<file path="src/rtl/dem_tree_scheduler_pkg.sv">
// ---------------------------------------------------------------------------
// dem_pkg
// Shared types and constants for the DEM tree scheduler.
//   dem_state_e : scheduler FSM states
//   LFSR_W      : PN generator width
//   LFSR_TAPS   : feedback taps of x^15 + x^14 + 1 (bits 14 and 13)
//   nodes()     : number of switch operations for a tree of a given depth
// ---------------------------------------------------------------------------
package dem_pkg;

    typedef enum logic [1:0] {
        IDLE    = 2'd0,
        ISSUE   = 2'd1,
        CAPTURE = 2'd2,
        DONE    = 2'd3
    } dem_state_e;

    localparam int                LFSR_W    = 15;
    localparam logic [LFSR_W-1:0] LFSR_TAPS = 15'h6000;

    function automatic int nodes(input int levels);
        return (1 << levels) - 1;
    endfunction

endpackage

</file>
<file path="src/rtl/dem_tree_scheduler_lfsr.sv">
// ---------------------------------------------------------------------------
// dem_lfsr
// 15-bit Fibonacci LFSR supplying the per-node PN bit. Shifts left with the
// feedback entering bit 0; advances only when adv_i is high.
// Ports:
//   clk_i   in  clock
//   reset_i in  synchronous active-high reset, reloads SEED
//   adv_i   in  advance one step at the next edge
//   bit_o   out current PN bit (bit 0 of the register)
// ---------------------------------------------------------------------------
module dem_lfsr
    import dem_pkg::*;
#(
    parameter logic [LFSR_W-1:0] SEED = 15'h4A5D
) (
    input  logic clk_i,
    input  logic reset_i,
    input  logic adv_i,
    output logic bit_o
);

    logic [LFSR_W-1:0] r_lfsr;
    logic              w_fb;

    assign w_fb  = ^(r_lfsr & LFSR_TAPS);
    assign bit_o = r_lfsr[0];

    // NOTE: state registers use non-blocking assignments so every flop
    // samples the pre-edge values regardless of process ordering.
    always_ff @(posedge clk_i) begin
        if (reset_i) begin
            r_lfsr <= SEED;
        end else if (adv_i) begin
            r_lfsr <= {r_lfsr[LFSR_W-2:0], w_fb};
        end
    end

endmodule

</file>
<file path="src/rtl/dem_tree_scheduler.sv">
// ---------------------------------------------------------------------------
// dem_tree_scheduler
// Time-multiplexes one external SwitchingBlock (registered outputs) over a
// binary DEM tree. One quantized sample is accepted, its 2^LEVELS-1 nodes are
// split breadth-first (ISSUE drives the block, CAPTURE stores both halves),
// and the 2^LEVELS leaves become unit-element enables.
// Ports:
//   clk_i, reset_i          clock, synchronous active-high reset
//   sample_valid_i/ready_o  sample handshake (no skid buffer)
//   sample_i                quantized sample, saturated to ELEMS
//   sw_x_o, sw_pn_o         node value and PN bit to the SwitchingBlock
//   sw_out1_i, sw_out2_i    split halves from the SwitchingBlock
//   elem_o, elem_valid_o    unit-element enables and their update strobe
//   busy_o                  tree walk in progress
//   sum_err_o               sticky split-sum error
// Optional feature: define DEM_SUMCHECK_EN to build the split-sum checker;
// otherwise sum_err_o is tied low.
// ---------------------------------------------------------------------------
module dem_tree_scheduler
    import dem_pkg::*;
#(
    parameter int                WIDTH     = 5,
    parameter int                LEVELS    = 3,
    parameter logic [LFSR_W-1:0] LFSR_SEED = 15'h4A5D
) (
    input  logic                         clk_i,
    input  logic                         reset_i,
    input  logic                         sample_valid_i,
    output logic                         sample_ready_o,
    input  logic [WIDTH-1:0]             sample_i,
    output logic [WIDTH-1:0]             sw_x_o,
    output logic                         sw_pn_o,
    input  logic [WIDTH-1:0]             sw_out1_i,
    input  logic [WIDTH-1:0]             sw_out2_i,
    output logic [(1 << LEVELS)-1:0]     elem_o,
    output logic                         elem_valid_o,
    output logic                         busy_o,
    output logic                         sum_err_o
);

    localparam int               NODES   = nodes(LEVELS);
    localparam int               ELEMS   = NODES + 1;
    localparam int               K_W     = $clog2(NODES);
    localparam int               IDX_W   = K_W + 1;
    localparam logic [WIDTH-1:0] ELEMS_V = WIDTH'(ELEMS);
    localparam logic [K_W-1:0]   K_LAST  = K_W'(NODES - 1);

    dem_state_e         r_state;
    dem_state_e         w_next;
    logic [K_W-1:0]     r_k;
    logic [WIDTH-1:0]   r_node [0:2*NODES];
    logic [ELEMS-1:0]   r_elem;
    logic [ELEMS-1:0]   w_elem;
    logic               w_accept;
    logic               w_last;
    logic               w_pn;
    logic [WIDTH-1:0]   w_cur;
    logic [WIDTH-1:0]   w_clamped;
    logic [IDX_W-1:0]   w_idx1;
    logic [IDX_W-1:0]   w_idx2;

    assign w_accept  = sample_ready_o && sample_valid_i;
    assign w_last    = (r_k == K_LAST);
    assign w_cur     = r_node[{1'b0, r_k}];
    assign w_clamped = (sample_i > ELEMS_V) ? ELEMS_V : sample_i;
    // Children of node k live at 2k+1 and 2k+2.
    assign w_idx1    = {r_k, 1'b1};
    assign w_idx2    = w_idx1 + IDX_W'(1);

    // Leaves occupy the buffer tail; a leaf is active when non-zero.
    for (genvar j = 0; j < ELEMS; j++) begin : g_leaf
        assign w_elem[j] = |r_node[NODES+j];
    end

    dem_lfsr #(.SEED(LFSR_SEED)) u_lfsr (
        .clk_i   (clk_i),
        .reset_i (reset_i),
        .adv_i   (r_state == ISSUE),
        .bit_o   (w_pn)
    );

    // ---------------- FSM: state register ----------------
    always_ff @(posedge clk_i) begin
        if (reset_i) begin
            r_state <= IDLE;
        end else begin
            r_state <= w_next;
        end
    end

    // ---------------- FSM: next state ----------------
    // NOTE: every combinational output gets a default first, so no path
    // leaves a variable unassigned and no latch is inferred.
    always_comb begin
        w_next = r_state;
        case (r_state)
            IDLE:    if (w_accept) w_next = ISSUE;
            ISSUE:   w_next = CAPTURE;
            CAPTURE: w_next = w_last ? DONE : ISSUE;
            DONE:    w_next = IDLE;
            default: w_next = IDLE;
        endcase
    end

    // ---------------- FSM: outputs ----------------
    always_comb begin
        sample_ready_o = (r_state == IDLE) && !reset_i;
        busy_o         = (r_state != IDLE);
        sw_x_o         = '0;
        sw_pn_o        = 1'b0;
        elem_valid_o   = (r_state == DONE);
        elem_o         = r_elem;
        if (r_state == ISSUE) begin
            sw_x_o  = w_cur;
            sw_pn_o = w_pn;
        end
        // The new pattern is visible during the strobe cycle itself.
        if (r_state == DONE) begin
            elem_o = w_elem;
        end
    end

    // ---------------- Datapath ----------------
    // NOTE: the node buffer is reset explicitly so a walk after reset is
    // bit-identical to one after power-on.
    always_ff @(posedge clk_i) begin
        if (reset_i) begin
            r_k    <= '0;
            r_elem <= '0;
            for (int i = 0; i <= 2*NODES; i++) begin
                r_node[i] <= '0;
            end
        end else begin
            case (r_state)
                IDLE: begin
                    if (w_accept) begin
                        r_node[0] <= w_clamped;
                        r_k       <= '0;
                    end
                end
                CAPTURE: begin
                    r_node[w_idx1] <= sw_out1_i;
                    r_node[w_idx2] <= sw_out2_i;
                    if (!w_last) begin
                        r_k <= r_k + K_W'(1);
                    end
                end
                DONE:    r_elem <= w_elem;
                default: ;
            endcase
        end
    end

`ifdef DEM_SUMCHECK_EN
    // A correct split conserves the node value; the sum is one bit wider.
    logic [WIDTH:0] w_sum;
    logic           r_sum_err;

    assign w_sum = {1'b0, sw_out1_i} + {1'b0, sw_out2_i};

    always_ff @(posedge clk_i) begin
        if (reset_i) begin
            r_sum_err <= 1'b0;
        end else if (r_state == CAPTURE && w_sum != {1'b0, w_cur}) begin
            r_sum_err <= 1'b1;
        end
    end

    assign sum_err_o = r_sum_err;
`else
    assign sum_err_o = 1'b0;
`endif

endmodule

</file>
<file path="config.mk">
export PLATFORM = sky130hd
export DESIGN_NAME = dem_tree_scheduler
export DESIGN_NICKNAME = d
export VERILOG_FILES = /design/src/rtl/dem_tree_scheduler_pkg.sv /design/src/rtl/dem_tree_scheduler_lfsr.sv /design/src/rtl/dem_tree_scheduler.sv
export SDC_FILE = /design/constraint.sdc
export NUM_CORES = 1
export LEC_CHECK = 0
export BUFFER_PORTS_ARGS = -buffer_cell sky130_fd_sc_hd__buf_2
export CORE_ASPECT_RATIO = 1.25
export CORE_MARGIN = 10
export CORE_UTILIZATION = 45
export CTS_CLUSTER_SIZE = 25
export DETAILED_ROUTE_END_ITERATION = 8
export GPL_TIMING_DRIVEN = 0
export MAX_ROUTING_LAYER = met4
export PLACE_DENSITY = 0.69
export SLEW_MARGIN = 20
export SYNTH_ARGS = -nofsm -noshare
export SYNTH_HDL_FRONTEND = slang
export SYNTH_SLANG_ARGS = --single-unit
</file>
<file path="constraint.sdc">
create_clock -name clk_i -period 4.6 [get_ports clk_i]
set_clock_uncertainty 0.1 [all_clocks]
set_input_delay 0.46 -clock clk_i [delete_from_list [all_inputs] [get_ports clk_i]]
set_output_delay 0.46 -clock clk_i [all_outputs]
set_load 0.05 [all_outputs]
</file>
; ---- Word-level counts from Yosys, hierarchy flattened
; Memory sizes are Yosys's and may differ from the RTL's. A register that Yosys moved wholly into a read port is not among the register bits.
; Cells that the tools add are included.
[classes]
add_sub_neg = 2
mul = 0
n_div = 0
order_cmp = 1
n_eq_ne = 6
shifts = 0
n_mux = 28
bitwise_logic = 1
n_reduce_logical = 18
[op_table]
columns = op, n
row1 = $reduce_or 5->1, 10
row2 = $mux 5, 5
row3 = $mux 4, 4
row4 = $reduce_xor 15->1, 1
row5 = $mux 1, 12
row6 = $mux 8, 1
row7 = $pmux 2 s4, 1
row8 = $mux 3, 2
row9 = $pmux 3 s2, 1
row10 = $gt 5x4->1 const B, 1
row11 = $add 4x1->4 const B, 1
row12 = $eq 2x2->1 const B, 2
row13 = $mux 2, 2
row14 = $ne 2x2->1 const B, 2
row15 = $reduce_bool 2->1, 2
row16 = $add 3x1->3 const B, 1
row17 = $eq 3x3->1 const B, 1
row18 = $reduce_and 3->1, 1
row19 = $eq 2x1->1 const B, 1
row20 = $logic_and 1x1->1, 2
row21 = $logic_not 2->1, 1
row22 = $logic_not 1->1, 1
row23 = $or 1x1->1, 1
[word_totals]
register_bits = 28
latch_bits = 0
ramBits = 75
mem_bits_ro = 0
input_bits = 18
output_inout_bits = 18
word_cells = 61
n_memories = 1
[memory_table]
columns = memory, words, word_bits, read_ports, rd_ports_with_merged_regs, wr, line
row1 = r_node, 15, 5, 9, 1, 15, dem_tree_scheduler.sv:51  ; logic [WIDTH-1:0] r_node [0:2*NODES];

; ---- Longest topological paths before layout
[depth]
depth_word = 9
ltp_mapped = 6
depth_no_buf = 5

; ---- Hierarchy
; Synthesis repeated with hierarchy kept, for this count alone.
[hier_totals]
cells_unflattened = 396
hier_area_um2 = 4636.9
[by_module_without_submodules]
columns = mod, instances, cells_each, area_per_inst_um2, seq_area_each_um2
row1 = dem_tree_scheduler, 1, 346, 4083.9, 2572.5
row2 = dem_lfsr, 1, 50, 553.0, 300.3

; ---- Least setup slack after synthesis
; Ideal clock, no wire load.
[synth_timing]
path_kind = reg2out
startpoint = register r_state[0]
endpoint = output elem_o[0]
arrival_ps = 1719
t_required_ps = 4040
slack_ps = 2321
stages_incl_launch_ff = 6
path_buffers = 1
cell_sequence = dfxtp_1 > buf_2 > nand2_1 > inv_1 > o21ai_0 > nand2_1
[synth_via]
elab_chain_len = 2
[synth_rtl]
columns = item, line
row1 = "start, declared", dem_tree_scheduler.sv:48  ; dem_state_e r_state;
row2 = "start signal, assigned", dem_tree_scheduler.sv:87  ; r_state <= w_next;
row3 = $eq 2x2->1, --
row4 = named net elem_valid_o, dem_tree_scheduler.sv:36  ; output logic elem_valid_o,
row5 = $mux 8, dem_tree_scheduler.sv:118  ; if (r_state == DONE) begin
row6 = "end, declared", dem_tree_scheduler.sv:35  ; output logic [(1 << LEVELS)-1:0] elem_o,
; The timed path passes the listed nets, and every way through them passes these cells.

; ---- Worst setup path in the final report
[layout_timing]
startpoint = register r_state[0]
endpoint = output elem_o[3]
[layout_via]
elab_chain_len = 2
[layout_rtl]
columns = item, line
row1 = $eq 2x2->1, dem_tree_scheduler.sv:118
row2 = $mux 8, dem_tree_scheduler.sv:118
; Every way passes these cells.

==> results.yml <==
synth:
  seq_area_frac_synth_pct: 62.2
  synthTopCellsByCount: "75 x edfxtp_1, 66 x nand2_1, 42 x nor2_1"
  ys_top_cells_by_area: "edfxtp_1 49%, dfxtp_1 13%, nand2_1 5.4%, and2_1 4.7%, mux2i_1 4.3%"
  async_reset_ff_share_pct: 0
  synth_nets: 434
  synth.distinct_cells: 41
  yosys_warnings: 0
  synth_edf_count: 75
  synth_top_area_cell: "edfxtp_1"
  ys_seq_elements: 106
  synth_area_sq_um: 4620
  syn_inst: 414
  synthDominantCellAreaShare_pct: 48.8
  synth.avg_cell_area_sq_um: 11.2
  ys.flop_type: "edfxtp_1"
  synth_most_common_cell: "edfxtp_1"
worst_setup_path:
  crit_family: "buffers and inverters"
  critPathRequiredTime_ns: 4.04
  cp_max_fo: 10
  worstSetupPathType: "reg -> out"
  cp.arrival_ns: 2.27
  slowest_stage: "dfxtp_1"
  end_kind: "primary output"
  r2r_cells: 6
  path_buf_inv: 3
  crit_chain: "buf_2 > nand2_1 > inv_1 > o21ai_0 > nand2_1 > buf_2"
  crit_path_max_incr_delay_ns: 0.41
  cp.depth: 6
  startpoint_type: "register"
floorplanning:
  fp.dieArea_sq_um: 14700
  die-height_um: 133
  pin_count: 36
  start_util_pct: 45.9
  fp.dieW_um: 111
  core_sq_um: 10100
  num_rows: 41
place:
  port_buffers: 34
  routabilityCongestion: 0.818
  pre_cts_ws_ns: 2.10
  dp_hpwl_mm: 7.34
clocking:
  cts.repair.resized: 0
  cts_buffer_depth: 2
  clkTransAtPathRegs_ns: 0.07
  htreeDepth: 3
  cts_buffers: 9
  cts_tree: "done"
  root_buffer: "clkbuf_16"
  clock-sinks: 106
  clk_latency_ns: 0.34
  post-cts-setup-buffers: 0
  holdBufCountCts: 0
timing:
  finalMaxSlewViolations: 0
  post-route-period-util_pct: 61.6
  rsz0062_at_grt: "false"
  finalSetupViolCount: 0
  fin_ws_ns: 1.77
  relSlewSlack_pct: 46.7
  max_freq_mhz: 353
  tns_ns: 0
  hold_violations: 0
  fin_crit_ns: 2.83
  worst_slew_pin_slew_ns: 0.791
route:
  firstDrtPassIters: 6
  vias_per_cell: 5.33
  routed-via-count: 3160
  drcViolationCount: 0
  wl_per_cell_um: 16.7
  wl_mm: 9.92
  drtIter0Drc: 292
  antenna_left: 0
grt:
  grt_max_degree: 18
  gr-total-overflow: 0
  antenna_found_initial: 0
  grt_pass1_wl_mm: 16.0
  grt_pass1_vias: 3225
  grtUsageTotal_pct: 13.9
run_status:
  status: "finished clean"
worst_hold_path:
  worstHoldPathType: "in -> reg"
  hold_path_depth: 2
power_and_ir_drop:
  ir_drop_mv: 0.209
  p_leak_nw: 1.97
  p_per_area_nw_per_um2: 375
  finalPower_w: 0.00197
final_layout:
  nNetsFinal: 479
  syn2layout_area_growth_pct: 13.5
  drive_above_1_share_pct: 16.2
  num_antenna_cells: 0
job:
  drv_cap: 0
## placed cells by master (no fill, tap or decap), drive strengths merged, types with 3 or more instances in the layout
master and count:
mux2i 20, clkbuf 20, or2 5, clkinvlp 3, a22oi 5, nor2b 4, nor2 44, nor4 4
inv 6, and4 5, and2 35, dfxtp 31, o21ai 21, nand3 15, a21oi 21, nand2b 5
or4 8, nand2 66, edfxtp 75, buf 45
## final cells by class
class | instances | area (sq um)
Timing Repair Buffer | 34 | 170
Clock buffer | 9 | 225
Clock inverter | 7 | 68.8
Sequential cell | 106 | 2870
Fill cell | 915 | 4810
Multi-Input combinational cell | 281 | 1630
Buffer | 22 | 101
Tap cell | 129 | 161
Inverter | 5 | 18.8
## final timing paths
check / from / endpoint / slack [ns]
setup / recovery: r_state[0] / elem_o[3] / 1.77
hold reg to reg: u_lfsr.r_lfsr[7] / u_lfsr.r_lfsr[8] / 0.35
setup reg to reg: r_k[0] / r_node[2][1] / 2.16
hold / removal: sample_i[0] / r_node[0][0] / 0.31
## where the power goes
part	switching, W	total, W	internal, W
clock network	0.000335	0.000755	0.000420
logic	0.0000988	0.000140	0.0000408
registers	0.0000140	0.00107	0.00106
total	0.000447	0.00197	0.00152
## stage by stage
step | hold slack [ns] | area (sq um) | cells | utilization, %
finish | 0.309 | 5240 | 593 | 52.2
global route | 0.320 | 5240 | 593 | 52.2
CTS | 0.298 | 5240 | 593 | 52.2
detailed placement | 0.345 | 4950 | 577 | 49.2
global placement | 0.339 | 4950 | 577 | 49.2
floorplan | 0.332 | 4620 | 414 | -
## sequential cells by signal, summed over array words and instances (netlist names), named ones only
| register | flops |
|---|---|
| r_node | 75 |
| u_lfsr.r_lfsr | 15 |
| r_state | 2 |
| r_elem | 8 |
| r_k | 3 |
## metal layers
metal	vias to the layer above	wire length, um	GRT usage, %
met5	-	0	-
met4	0	155	5.65
met3	12	455	2.92
met2	84	5380	24.7
met1	1513	3920	14.7
li1	1551	-	-
## logic make-up after synthesis
logic type               synth area share, %
AND/OR/NAND/NOR                         22.9
other                                 0.0812
adder cells (fa/ha/maj)                0.542
flip-flops                              62.2
buffers and inverters                   2.60
multiplexers                            4.33
AO/OA/AOI/OAI                           6.75
XOR/XNOR                               0.569
Power figures use the tool's default switching activity.
